## src/rtl/fun_rdy_ctl.sv

```systemverilog
// Functional-unit availability controller for the issue stage: tracks multiplier and
// address-unit occupancy, gates readiness on execute stall, aborts on flush, flags bad issues.
module fun_rdy_ctl #(
    parameter int MUL_LAT = 4,
    parameter int CNT_W   = 3
) (
    input  logic       clk,
    input  logic       rst,
    input  logic       mul_ins_vld,
    input  logic       alu1_ins_vld,
    input  logic       alu2_ins_vld,
    input  logic       adr_ins_vld,
    input  logic       mem_ack,
    input  logic       stall_frm_exe,
    input  logic       flush,
    output logic [3:0] fun_rdy_frm_exe,
    output logic       mul_done,
    output logic [3:0] iss_err
);

    typedef enum logic [1:0] {
        M_IDLE = 2'd0,
        M_BUSY = 2'd1,
        M_DONE = 2'd2
    } mul_st_e;

    typedef enum logic {
        A_IDLE = 1'b0,
        A_WAIT = 1'b1
    } adr_st_e;

    localparam logic [CNT_W-1:0] CNT_LOAD = CNT_W'(MUL_LAT - 2);
    localparam logic [CNT_W-1:0] CNT_ONE  = CNT_W'(1);

    mul_st_e          mul_st_q, mul_st_d;
    adr_st_e          adr_st_q, adr_st_d;
    logic [CNT_W-1:0] cnt_q, cnt_d;
    logic [3:0]       rdy_q, rdy_d;
    logic             done_q, done_d;
    logic [3:0]       err_q, err_d;
    logic [3:0]       vld_s;
    logic [3:0]       acc_s;

    assign vld_s = {adr_ins_vld, alu2_ins_vld, alu1_ins_vld, mul_ins_vld};
    assign acc_s = vld_s & rdy_q;

    // Multiplier occupancy; the counter holds the busy cycles still remaining before M_DONE.
    always_comb begin
        mul_st_d = mul_st_q;
        cnt_d    = cnt_q;
        if (flush) begin
            mul_st_d = M_IDLE;
            cnt_d    = '0;
        end else begin
            case (mul_st_q)
                M_IDLE: begin
                    if (acc_s[0]) begin
                        if (MUL_LAT > 2) begin
                            mul_st_d = M_BUSY;
                            cnt_d    = CNT_LOAD;
                        end else begin
                            mul_st_d = M_DONE;
                            cnt_d    = '0;
                        end
                    end else begin
                        mul_st_d = M_IDLE;
                    end
                end
                M_BUSY: begin
                    if (cnt_q <= CNT_ONE) begin
                        mul_st_d = M_DONE;
                        cnt_d    = '0;
                    end else begin
                        cnt_d = cnt_q - CNT_ONE;
                    end
                end
                M_DONE: begin
                    mul_st_d = M_IDLE;
                    cnt_d    = '0;
                end
                default: begin
                    mul_st_d = M_IDLE;
                    cnt_d    = '0;
                end
            endcase
        end
    end

    // Address unit stays blocked from issue until memory acknowledges.
    always_comb begin
        adr_st_d = adr_st_q;
        if (flush) begin
            adr_st_d = A_IDLE;
        end else begin
            case (adr_st_q)
                A_IDLE: begin
                    if (acc_s[3]) begin
                        adr_st_d = A_WAIT;
                    end else begin
                        adr_st_d = A_IDLE;
                    end
                end
                A_WAIT: begin
                    if (mem_ack) begin
                        adr_st_d = A_IDLE;
                    end else begin
                        adr_st_d = A_WAIT;
                    end
                end
                default: adr_st_d = A_IDLE;
            endcase
        end
    end

    // Outputs are derived from next state so they describe the coming cycle.
    always_comb begin
        rdy_d  = {(adr_st_d == A_IDLE), 1'b1, 1'b1, (mul_st_d == M_IDLE)} & {4{~stall_frm_exe}};
        done_d = (mul_st_d == M_DONE);
        err_d  = err_q | (vld_s & ~rdy_q);
    end

    // State and output registers.
    always_ff @(posedge clk) begin
        if (rst) begin
            mul_st_q <= M_IDLE;
            adr_st_q <= A_IDLE;
            cnt_q    <= '0;
            rdy_q    <= 4'b1111;
            done_q   <= 1'b0;
            err_q    <= 4'b0000;
        end else begin
            mul_st_q <= mul_st_d;
            adr_st_q <= adr_st_d;
            cnt_q    <= cnt_d;
            rdy_q    <= rdy_d;
            done_q   <= done_d;
            err_q    <= err_d;
        end
    end

    assign fun_rdy_frm_exe = rdy_q;
    assign mul_done        = done_q;
    assign iss_err         = err_q;

endmodule

```

## config.mk

```make
export PLATFORM = sky130hd
export DESIGN_NAME = fun_rdy_ctl
export DESIGN_NICKNAME = d
export VERILOG_FILES = /design/src/rtl/fun_rdy_ctl.sv
export SDC_FILE = /design/constraint.sdc
export NUM_CORES = 1
export LEC_CHECK = 0
export BUFFER_PORTS_ARGS = -buffer_cell sky130_fd_sc_hd__buf_2
export CORE_AREA = 3 3 40 42
export CTS_CLUSTER_DIAMETER = 60
export CTS_CLUSTER_SIZE = 20
export DETAILED_ROUTE_END_ITERATION = 8
export DIE_AREA = 0 0 43 45
export MAX_ROUTING_LAYER = met4
export PLACE_DENSITY_LB_ADDON = 0.3
export SKIP_LAST_GASP = 1
export SLEW_MARGIN = 0
export SYNTH_ARGS = -nofsm -noshare
export SYNTH_HDL_FRONTEND = slang
export SYNTH_SLANG_ARGS = --single-unit
export TNS_END_PERCENT = 10
```

## constraint.sdc

```tcl
create_clock -name clk -period 2.55 [get_ports clk]
set_input_delay 0.765 -clock clk [delete_from_list [all_inputs] [get_ports clk]]
set_output_delay 0.765 -clock clk [all_outputs]
set_load 0.1 [all_outputs]
```

# Word-level counts from Yosys, hierarchy flattened
# Cells that the tools add are included.
# W data, S select, Z words.
# totals
memories	0
ramBits	0
rom_bits	0
reg_bits	15
latch_bits	0
output_inout_bits	9
# classes
n_reduce_logical	3
n_shift	0
addsub	1
div	0
eq_ne	3
order_cmp	1
bitwise	8
mul	0
mux	11
# op_table
cell	n
$and A4 B4 Y4	3
$mux W3	2
$pmux W3 S2	1
$logic_not A2 Y1	2
$mux W1	4
$mux W2	2
$not A4 Y4	1
$or A4 B4 Y4	1
$pmux W2 S2	1
$le A3 B1 Y1 const B	1
$not A1 Y1	3
$sub A3 B1 Y3 const B	1
$eq A2 B1 Y1 const B	1
$eq A2 B2 Y1 const B	1
$ne A2 B2 Y1 const B	1
$pmux W1 S2	1
$reduce_or A2 Y1	1

# Longest topological paths before layout
# depth
word_depth	6
depth_mapped	5
ltp_nobuf	5

# Least setup slack after synthesis
# No wires, ideal clock.
# synth_timing
path_type	reg2out
from	reg rdy_q[2], in the netlist fun_rdy_frm_exe[2]
to	out fun_rdy_frm_exe[2]
arrival_time_ns	1.373
setup_slack_ns	0.412
path_stages_with_launch	2
cell_sequence	dfxtp_1 > buf_4
# synth_lines
item	line	source
start: declaration	38	logic [3:0] rdy_q, rdy_d;
start signal: assignment	135	rdy_q <= rdy_d;
end: declaration	16	output logic [3:0] fun_rdy_frm_exe,
# No word-level cell between the ends.

==> flow_summary.toml <==
[setup_path]
cp_top_family = "buffers and inverters"
cp_max_fo = 3
path_class = "reg -> out"
crit_path_end_kind = "primary output"
crit_path_cell_trace = "buf_2"
r2r-start = "cnt_q[1]"
critPathArrivalTime_ns = 1.06
worstSetupStartpoint = "fun_rdy_frm_exe[2]"
crit_buf_inv = 1
crit_slowest_cell = "buf_2"
slowest_delay_ns = 0.43
cp.required_ns = 1.79
startpoint_type = "flip-flop"

[placement]
place_area_um2 = 627
place_ws_ns = 0.793
place_congestion = 0.710
port_buffers = 17
hpwl_um = 712

[sta]
hold_viol_final = 0
rsz0062_at_grt = "false"
relSlewSlack_pct = 67.7
clock.fmax_mhz = 548
min_period_over_period_pct = 71.5
tns_ns = 0
slew_viol_final = 0
period_needed_ns = 1.82
worst_pin_slew_ns = 0.488
clock_skew_ns = 0.00114
setup_slack_ns = 0.726
setup_viol = 0

[detailed_routing]
wire_per_inst_um = 9.80
viasPerCell = 4.74
vias = 422
routed_wirelength_um = 872
ant_nets = 0
first_pass_iters = 4
drtIter0Drc = 4
drc = 0

[cts]
cts_max_level = 1
postCtsSetupRepairBufs = 0
cts_buffers = 3
hold_buffers = 0
cts_resized = 0
clock_latency_ns = 0.27
path_clk_slew_ns = 0.08
cts_tree = "done"
clock-sinks = 14
clk_path_buf_depth = 2
cts_root_buffer = "clkbuf_4"

[final_layout]
n_fill_cell = 120
regArea_um2 = 280
drive_gt1_share_pct = 32.4
stdcell_area_um2 = 663
diodes = 0
utilization_pct = 51.6
multi_input_area_um2 = 220
nNetsFinal = 86
area.growth.synth_to_final_pct = 23.8

[power]
internal_power_uw = 337
seq_power_share_pct = 47.8
p_leak_nw = 0.299
p_clk_share_pct = 31.3
pwr-share-comb_pct = 20.9
swShare_pct = 31.3
p_sw_uw = 154
pwr_density_cell_mw_per_mm2 = 740
peakVddDrop_v = 0.000388

[synthesis]
post_synth.cell_area_avg_um2 = 9.74
ys.flop_type = "dfxtp_1"
synthesis.area_um2 = 536
ys_ff_latch = 14
async_flop_share_pct = 0
ys_warn_count = 0
netlist_instances = 55
syn-num-nets = 66
synth.distinct_cells = 21
synth_edf_count = 0
ys_seq_area_share_pct = 52.3

[global_route]
grt_pass1_vias = 401
overflow = 0
grt_max_degree = 9
grt_use_total_pct = 11.2
grt_antenna_before_repair = 0
grt_pass1_wl_um = 1550

[min_path]
min_from = "iss_err[1]"
worstHoldPathType = "reg -> reg"

[floorplanning]
ios = 18
initial_core_util_pct = 41.7
die_width_um = 43
fp-row-count = 13
dieArea_mm2 = 0.00194
dieHeight_um = 45
core_area_mm2 = 0.00128

[status]
status = "completed"

[flow_run]
drv_cap = 0
-- worst reg2reg max path, stage by stage (launching register included) --
cell and delay, ns:
dfxtp_1 0.34, inv_1 0.08, ha_1 0.19, o21ba_2 0.30, nand4b_1 0.12, a21oi_1 0.15
-- metal layers --
metal / track usage [%] / share of wire (%)
met5: - / 0
met4: 7.23 / 2.6
met3: 3.98 / 5.7
met2: 16.2 / 44
met1: 13.1 / 48
-- final cells by class --
cell class                      instances  area share (%)
Sequential cell                        14            42.3
Clock buffer                            4            5.47
Timing Repair Buffer                   17            12.8
Tap cell                               15            2.83
Multi-Input combinational cell         33            33.2
Inverter                                6            3.40
-- cells by family (layout without fill, tap and decap cells) --
family	Yosys count	in the layout	share of synthesized area, %
simple gates	16	16	15.7
buf+inv	8	27	6.54
flops	14	14	52.3
fa+ha+maj	2	2	4.67
compound gates	15	15	20.8
-- per-stage QoR --
step | power, mW | instances | hold WS [ns]
after floorplan | 0.325 | 55 | 0.456
after global placement | 0.343 | 85 | 0.445
after detailed placement | 0.343 | 85 | 0.455
after CTS | 0.497 | 89 | 0.474
after global routing | 0.508 | 89 | 0.500
final | 0.491 | 89 | 0.468
-- power by group through the flow --
stage                     registers (mW)  clock network [mW]  logic [mW]
final                              0.234               0.154       0.102
after global routing               0.236               0.164       0.109
after CTS                          0.235               0.159       0.103
after detailed placement           0.240                   0       0.103
after global placement             0.240                   0       0.103
after floorplan                    0.294                   0      0.0313
-- registers in the layout (all words and copies together) (netlist names) --
name             cells
iss_err              4
cnt_q                3
fun_rdy_frm_exe      3
mul_st_q             2
adr_st_q             1
mul_done             1
-- path summary, 6_finish.rpt --
path / end / slack (ns) / depth (start not counted)
worst min-delay path: iss_err[1] / 0.47 / 2
worst max register to register: cnt_q[2] / 1.31 / 5
worst min register to register: iss_err[1] / 0.47 / 2
worst max-delay path: fun_rdy_frm_exe[1] / 0.73 / 1
-- cell usage after synthesis (2+ instances only) --
cell / n / area share [%]
nor2b_1: 2 / 2.3
nand2b_1: 2 / 2.3
ha_1: 2 / 4.7
a21oi_1: 8 / 7.5
inv_1: 6 / 4.2
nand2_1: 2 / 1.4
dfxtp_1: 14 / 52
nor2_1: 5 / 3.5
nor3_1: 2 / 1.9
-- cell usage in the layout, fill, tap and decap left out --
| cell type | n |
|---|---|
| a211oi_1 | 1 |
| a21oi_1 | 8 |
| a221oi_2 | 1 |
| buf_2 | 17 |
| clkbuf_4 | 3 |
| clkbuf_8 | 1 |
| dfxtp_1 | 14 |
| ha_1 | 2 |
| inv_1 | 6 |
| nand2_1 | 2 |
| nand2b_1 | 2 |
| nand3b_1 | 1 |
| nand4b_1 | 1 |
| nor2_1 | 5 |
| nor2b_1 | 2 |
| nor3_1 | 2 |
| o211ai_1 | 1 |
| o21a_1 | 1 |
| o21ai_0 | 1 |
| o21ba_2 | 1 |
| o21bai_4 | 1 |
| or3_1 | 1 |
Power figures use the tool's default switching activity.
